[src/rtl/axil_pkg.sv]
// axil_pkg: shared types and default parameter values for the AXI-lite
// write slave and its FIFOs.
//   resp_t : AXI write response encoding (OKAY / SLVERR)
//   AXIL_*_DEF : default values for the axil_wr_slave parameters
package axil_pkg;

  typedef enum logic [1:0] {
    OKAY   = 2'b00,
    SLVERR = 2'b10
  } resp_t;

  localparam int AXIL_ADDR_W_DEF     = 32;
  localparam int AXIL_DATA_W_DEF     = 32;
  localparam int AXIL_FIFO_DEPTH_DEF = 2;
  localparam int AXIL_REG_NUM_DEF    = 16;

endpackage

[src/rtl/axil_sync_fifo.sv]
// axil_sync_fifo: single-clock FIFO with first-word fall-through output.
//   clk, rst     : clock, synchronous active-high reset (empties the FIFO)
//   push, din    : write request and data; ignored while full
//   pop, dout    : read request and head-of-queue data; ignored while empty
//   full, empty  : occupancy flags, derived only from registered state
// DEPTH must be a power of two so the pointers wrap by natural overflow.
module axil_sync_fifo #(
  parameter int WIDTH = 8,
  parameter int DEPTH = 2
) (
  input  logic             clk,
  input  logic             rst,
  input  logic             push,
  input  logic [WIDTH-1:0] din,
  input  logic             pop,
  output logic [WIDTH-1:0] dout,
  output logic             full,
  output logic             empty
);

  localparam int PTR_W = (DEPTH > 1) ? $clog2(DEPTH) : 1;
  localparam logic [PTR_W:0] DEPTH_C = (PTR_W + 1)'(DEPTH);

  logic [WIDTH-1:0] mem [DEPTH];
  logic [PTR_W-1:0] wr_ptr_q, wr_ptr_d;
  logic [PTR_W-1:0] rd_ptr_q, rd_ptr_d;
  logic [PTR_W:0]   count_q, count_d;
  logic             push_ok, pop_ok;

  assign full    = (count_q == DEPTH_C);
  assign empty   = (count_q == '0);
  assign push_ok = push && !full;
  assign pop_ok  = pop && !empty;
  assign dout    = mem[rd_ptr_q];

  always_comb begin
    wr_ptr_d = wr_ptr_q;
    rd_ptr_d = rd_ptr_q;
    count_d  = count_q;
    if (push_ok) wr_ptr_d = wr_ptr_q + PTR_W'(1);
    if (pop_ok)  rd_ptr_d = rd_ptr_q + PTR_W'(1);
    // Simultaneous push and pop leaves the occupancy unchanged.
    case ({push_ok, pop_ok})
      2'b10:   count_d = count_q + (PTR_W + 1)'(1);
      2'b01:   count_d = count_q - (PTR_W + 1)'(1);
      default: count_d = count_q;
    endcase
  end

  always_ff @(posedge clk) begin
    if (rst) begin
      wr_ptr_q <= '0;
      rd_ptr_q <= '0;
      count_q  <= '0;
    end else begin
      wr_ptr_q <= wr_ptr_d;
      rd_ptr_q <= rd_ptr_d;
      count_q  <= count_d;
    end
  end

  // Storage carries no reset; only the pointers define what is valid.
  always_ff @(posedge clk) begin
    if (push_ok) mem[wr_ptr_q] <= din;
  end

endmodule

[src/rtl/axil_wr_slave.sv]
// axil_wr_slave: AXI4-lite write-only slave driving a simple register-file
// write port.
//   clk, rst                      : clock, synchronous active-high reset
//   s_axi_aw*  (addr/valid/ready) : write address channel, buffered in a FIFO
//   s_axi_w*   (data/strb/valid/ready) : write data channel, buffered in a FIFO
//   s_axi_b*   (resp/valid/ready) : write response, at most one outstanding
//   reg_wr_en/idx/data/strb       : one-cycle register write strobe
// Optional feature: define AXIL_WR_SLVERR_EN to answer unaligned or
// out-of-range addresses with SLVERR and suppress the register write.
// Without it every write is issued to the truncated index with OKAY.
module axil_wr_slave
  import axil_pkg::*;
#(
  parameter int ADDR_W     = AXIL_ADDR_W_DEF,
  parameter int DATA_W     = AXIL_DATA_W_DEF,
  parameter int FIFO_DEPTH = AXIL_FIFO_DEPTH_DEF,
  parameter int REG_NUM    = AXIL_REG_NUM_DEF
) (
  input  logic                       clk,
  input  logic                       rst,
  input  logic [ADDR_W-1:0]          s_axi_awaddr,
  input  logic                       s_axi_awvalid,
  output logic                       s_axi_awready,
  input  logic [DATA_W-1:0]          s_axi_wdata,
  input  logic [DATA_W/8-1:0]        s_axi_wstrb,
  input  logic                       s_axi_wvalid,
  output logic                       s_axi_wready,
  output logic [1:0]                 s_axi_bresp,
  output logic                       s_axi_bvalid,
  input  logic                       s_axi_bready,
  output logic                       reg_wr_en,
  output logic [$clog2(REG_NUM)-1:0] reg_wr_idx,
  output logic [DATA_W-1:0]          reg_wr_data,
  output logic [DATA_W/8-1:0]        reg_wr_strb
);

  localparam int STRB_W = DATA_W / 8;
  localparam int IDX_W  = $clog2(REG_NUM);
  localparam int OFF_W  = $clog2(STRB_W);

  logic              rdy_en_q, rdy_en_d;
  logic              aw_full, aw_empty, w_full, w_empty;
  logic [ADDR_W-1:0] aw_addr;
  logic [DATA_W-1:0] w_data;
  logic [STRB_W-1:0] w_strb;
  logic              pop;
  logic              addr_err;
  logic [IDX_W-1:0]  addr_idx;

  logic              bvalid_q, bvalid_d;
  resp_t             bresp_q, bresp_d;
  logic              wr_en_q, wr_en_d;
  logic [IDX_W-1:0]  wr_idx_q, wr_idx_d;
  logic [DATA_W-1:0] wr_data_q, wr_data_d;
  logic [STRB_W-1:0] wr_strb_q, wr_strb_d;

  // Readies stay low while in reset and for the reset cycle itself, then
  // follow the FIFO full flags; no input reaches them combinationally.
  assign s_axi_awready = rdy_en_q && !aw_full;
  assign s_axi_wready  = rdy_en_q && !w_full;

  axil_sync_fifo #(
    .WIDTH (ADDR_W),
    .DEPTH (FIFO_DEPTH)
  ) u_aw_fifo (
    .clk   (clk),
    .rst   (rst),
    .push  (s_axi_awvalid && s_axi_awready),
    .din   (s_axi_awaddr),
    .pop   (pop),
    .dout  (aw_addr),
    .full  (aw_full),
    .empty (aw_empty)
  );

  axil_sync_fifo #(
    .WIDTH (DATA_W + STRB_W),
    .DEPTH (FIFO_DEPTH)
  ) u_w_fifo (
    .clk   (clk),
    .rst   (rst),
    .push  (s_axi_wvalid && s_axi_wready),
    .din   ({s_axi_wdata, s_axi_wstrb}),
    .pop   (pop),
    .dout  ({w_data, w_strb}),
    .full  (w_full),
    .empty (w_empty)
  );

  // A pair retires when both heads exist and the single B slot is free or
  // being freed this cycle, which keeps one write per cycle under bready.
  assign pop      = !aw_empty && !w_empty && (!bvalid_q || s_axi_bready);
  assign addr_idx = aw_addr[OFF_W +: IDX_W];

`ifdef AXIL_WR_SLVERR_EN
  localparam logic [ADDR_W-1:0] REG_NUM_C = ADDR_W'(REG_NUM);
  logic [ADDR_W-1:0] word_addr;

  // Any nonzero upper bit makes the word address reach REG_NUM or beyond.
  assign word_addr = aw_addr >> OFF_W;
  assign addr_err  = (aw_addr[OFF_W-1:0] != '0) || (word_addr >= REG_NUM_C);
`else
  logic unused_addr_bits;

  assign unused_addr_bits = ^{aw_addr[ADDR_W-1:OFF_W+IDX_W], aw_addr[OFF_W-1:0]};
  assign addr_err         = 1'b0;
`endif

  always_comb begin
    rdy_en_d  = 1'b1;
    bvalid_d  = bvalid_q;
    bresp_d   = bresp_q;
    wr_en_d   = 1'b0;
    wr_idx_d  = wr_idx_q;
    wr_data_d = wr_data_q;
    wr_strb_d = wr_strb_q;
    if (s_axi_bready) bvalid_d = 1'b0;
    if (pop) begin
      bvalid_d = 1'b1;
      bresp_d  = addr_err ? SLVERR : OKAY;
      if (!addr_err) begin
        wr_en_d   = 1'b1;
        wr_idx_d  = addr_idx;
        wr_data_d = w_data;
        wr_strb_d = w_strb;
      end
    end
  end

  always_ff @(posedge clk) begin
    if (rst) begin
      rdy_en_q  <= 1'b0;
      bvalid_q  <= 1'b0;
      bresp_q   <= OKAY;
      wr_en_q   <= 1'b0;
      wr_idx_q  <= '0;
      wr_data_q <= '0;
      wr_strb_q <= '0;
    end else begin
      rdy_en_q  <= rdy_en_d;
      bvalid_q  <= bvalid_d;
      bresp_q   <= bresp_d;
      wr_en_q   <= wr_en_d;
      wr_idx_q  <= wr_idx_d;
      wr_data_q <= wr_data_d;
      wr_strb_q <= wr_strb_d;
    end
  end

  assign s_axi_bvalid = bvalid_q;
  assign s_axi_bresp  = bresp_q;
  assign reg_wr_en    = wr_en_q;
  assign reg_wr_idx   = wr_idx_q;
  assign reg_wr_data  = wr_data_q;
  assign reg_wr_strb  = wr_strb_q;

endmodule

[config.mk]
export PLATFORM = sky130hd
export DESIGN_NAME = axil_wr_slave
export DESIGN_NICKNAME = d
export VERILOG_FILES = /design/src/rtl/axil_pkg.sv /design/src/rtl/axil_sync_fifo.sv /design/src/rtl/axil_wr_slave.sv
export SDC_FILE = /design/constraint.sdc
export NUM_CORES = 1
export LEC_CHECK = 0
export ABC_AREA = 1
export CAP_MARGIN = 20
export CORE_UTILIZATION = 25
export CTS_CLUSTER_SIZE = 10
export DETAILED_ROUTE_END_ITERATION = 12
export GPL_TIMING_DRIVEN = 1
export PLACE_DENSITY = 0.44
export SLEW_MARGIN = 20
export SYNTH_ARGS = -nofsm -noshare
export SYNTH_HDL_FRONTEND = slang
export SYNTH_SLANG_ARGS = --single-unit
[constraint.sdc]
create_clock -name clk -period 6 [get_ports clk]
set_input_delay 0.9 -clock clk [delete_from_list [all_inputs] [get_ports clk]]
set_output_delay 0.9 -clock clk [all_outputs]
set_load 0.05 [all_outputs]
==> metrics.txt <==
postcts setup bufs 0; WP data required 5100 ps; chip height approximately 140 µm; run status completed; Routed WL 10,600 µm; hold buffers post-CTS 0; DRC 0; fraction of layout cells with a size suffix above 1 0.0654; clock root buffer clkbuf_16; final total power 2570 µW; antenna violations before repair 0; Sw Ratio 0.259; worst reg2reg path depth 5; n_diodes 0; Slew headroom 0.371; Clock Latency Late Sink 410 ps; synthesized area roughly 5000 µm²; setup violators final 0; antenna viol nets, final 0; sequential power share 0.410; largest net degree at the start of global routing 89; top-area cell type share of the netlist area 0.473; Switch Pwr 666 µW; number of global-route vias before repair around 3,400; reg2reg end reg_wr_data[11]; Seq cells post-synth 131; final instance area 6830 µm²; max-slew violations 0; Core ar. 19,700 µm²; Fmax achieved 0.364 GHz; R2R Path Start u_w_fifo.rd_ptr_q; fin crit period between 2000 and 3000 ps; FFs w/ async S/R, synth 0; port bufs 88; clk_skew 8.12 ps; Overflow after GRT 0; Syn Area/Cell 9.35 µm²; Int Pwr 1910 µW; crit path to s_axi_awready; Num CTS Buffers 17; setup TNS 0 ps; CP Class reg -> out; most area-consuming cells after synthesis edfxtp_1 47%, dfxtp_1 20%, nand2_1 16%; CP max-delay cell clkdlybuf4s50_1; worst path cell trace inv_1, a21oi_1, clkdlybuf4s50_1; area grow syn2layout 34.6%; post-synthesis sequential area ratio 0.675; crit-path max cell delay 820 ps; endpoint class of the critical path output port; Worst Hold Class reg -> reg; CTS Sinks roughly 130; most frequent cell after synthesis nand2_1; power per cell area 376 nW/µm²; reg2reg setup slack ~4000 ps; Gate power share 0.151; cell taking the most area after synthesis edfxtp_1; dpl cell area slightly above 6000 µm²; FILL cells 2,031; Clock Pin Slew Worst Setup and Hold Paths 60 ps; die width 144 µm; startpoint types flip-flop; DR WL/cell ~12 µm; Max-Cap Viols 0; via count 3,508; Worst-Margin Slew 942 ps; RSZ-0062 raised after global routing no; Die ar. around 21,000 µm²; final worst-path cycle share 0.458; post-CTS sizing 0; Syn. warnings 0; hold_ws 487 ps; Pleak 0.00294 µW; Total Routing Usage GR 0.112; Vias per Instance 3.87; synth cell count leaders 219 x nand2_1, 91 x nor2_1, 80 x edfxtp_1; Initial Utilization 0.258; Main synth FF type edfxtp_1; crit-path max FO 5; WP data arrival ~1900 ps; cell row count 51; Worst Setup SP rdy_en_q; synth unique cells 19; crit-path leading delay family buffers and inverters; final net count 704; Max clock buf depth 2; Clock power frac 0.439; H-tree depth 4; VDD IR max 0.000174 V; WP buf/inv 2; Post-synth EDFFs 80; fin worst setup slack 3250 ps; drt pass-1 iters 5; Fin. Hold Viols 0; num ports 119; Syn Inst Count 543; Initial DRC Count 114; routability cong. 0.712; pre-CTS WS around 2800 ps; CTS tree yes; first-pass GRT wire length 17,200 µm; Post-DP HPWL between 5000 and 6000 µm; Crit. path cell count 3
==> power by group through the flow <==
stage	clock network (µW)	logic [µW]	registers (µW)
after detailed placement	0	393	1070
after global routing	1190	435	1060
after floorplan	0	165	1170
after global placement	0	390	1070
final	1130	389	1050
after CTS	1160	395	1060
==> cell families (layout without fill, tap and decap cells) <==
group | after synthesis | count (layout) | synth area share
compound gates | 9 | 9 | 0.00937
simple gates | 317 | 317 | 0.238
buf+inv | 83 | 181 | 0.0722
flops | 131 | 131 | 0.675
other cells | 1 | 2 | 0.000739
fa+ha+maj | 2 | 2 | 0.00493
==> cell usage in the layout (no fill, tap or decap), types with 4 or more instances in the layout <==
cell	count
bufinv_16	5
inv_1	51
clkinv_2	4
a21oi_1	5
inv_2	8
nor2_1	90
nand2_1	219
clkbuf_16	17
nand4_1	4
clkdlybuf4s50_1	88
edfxtp_1	80
dfxtp_1	50
==> stage by stage <==
stage	utilization	instances
after floorplan	-	544
after global placement	0.314	874
after detailed placement	0.314	874
after CTS	0.347	906
after global routing	0.348	907
final	0.348	907
==> final cells by class <==
type	count	area [µm²]	share of cell area
clock buffer	21	460	0.0674
sequential	131	3420	0.501
timing repair buffer	90	908	0.133
tap	265	332	0.0485
multi-input combinational	330	1300	0.191
inverter	59	221	0.0324
clock inverter	11	181	0.0266
==> worst register-to-register path: stages (launching register included) <==
cell	delay, ps
dfxtp_2	910
inv_2	580
nand2_1	190
nand2_1	70
nor2_1	110
nor2_1	60
==> how the worst min path moves through the flow <==
stage	startpoint	endpoint	depth (start not counted)
final	u_w_fifo.count_q[0]	u_w_fifo.count_q[0]	1
after global routing	u_w_fifo.count_q[0]	u_w_fifo.count_q[0]	1
after CTS	u_aw_fifo.count_q[0]	u_aw_fifo.count_q[0]	1
after detailed placement	u_aw_fifo.count_q[0]	u_aw_fifo.count_q[0]	1
after global placement	u_aw_fifo.count_q[0]	u_aw_fifo.count_q[0]	1
after floorplan	u_aw_fifo.count_q[0]	u_aw_fifo.count_q[0]	1
==> metal layers <==
metal,global-route usage,share of wire,vias to the layer above
li1,-,-,1845
met4,0.0548,0.019,0
met3,0.0338,0.048,15
met5,0,0,-
met2,0.185,0.46,75
met1,0.133,0.47,1573
==> sequential cells by signal, summed over array words and instances (netlist names) <==
name                count
u_aw_fifo.rd_ptr_q      1
u_w_fifo.rd_ptr_q       1
reg_wr_idx              4
u_w_fifo.mem           72
u_aw_fifo.mem           8
reg_wr_data            32
s_axi_bvalid            1
u_w_fifo.count_q        2
u_aw_fifo.count_q       2
reg_wr_en               1
reg_wr_strb             4
u_aw_fifo.wr_ptr_q      1
u_w_fifo.wr_ptr_q       1
rdy_en_q                1
Power figures use the tool's default switching activity.
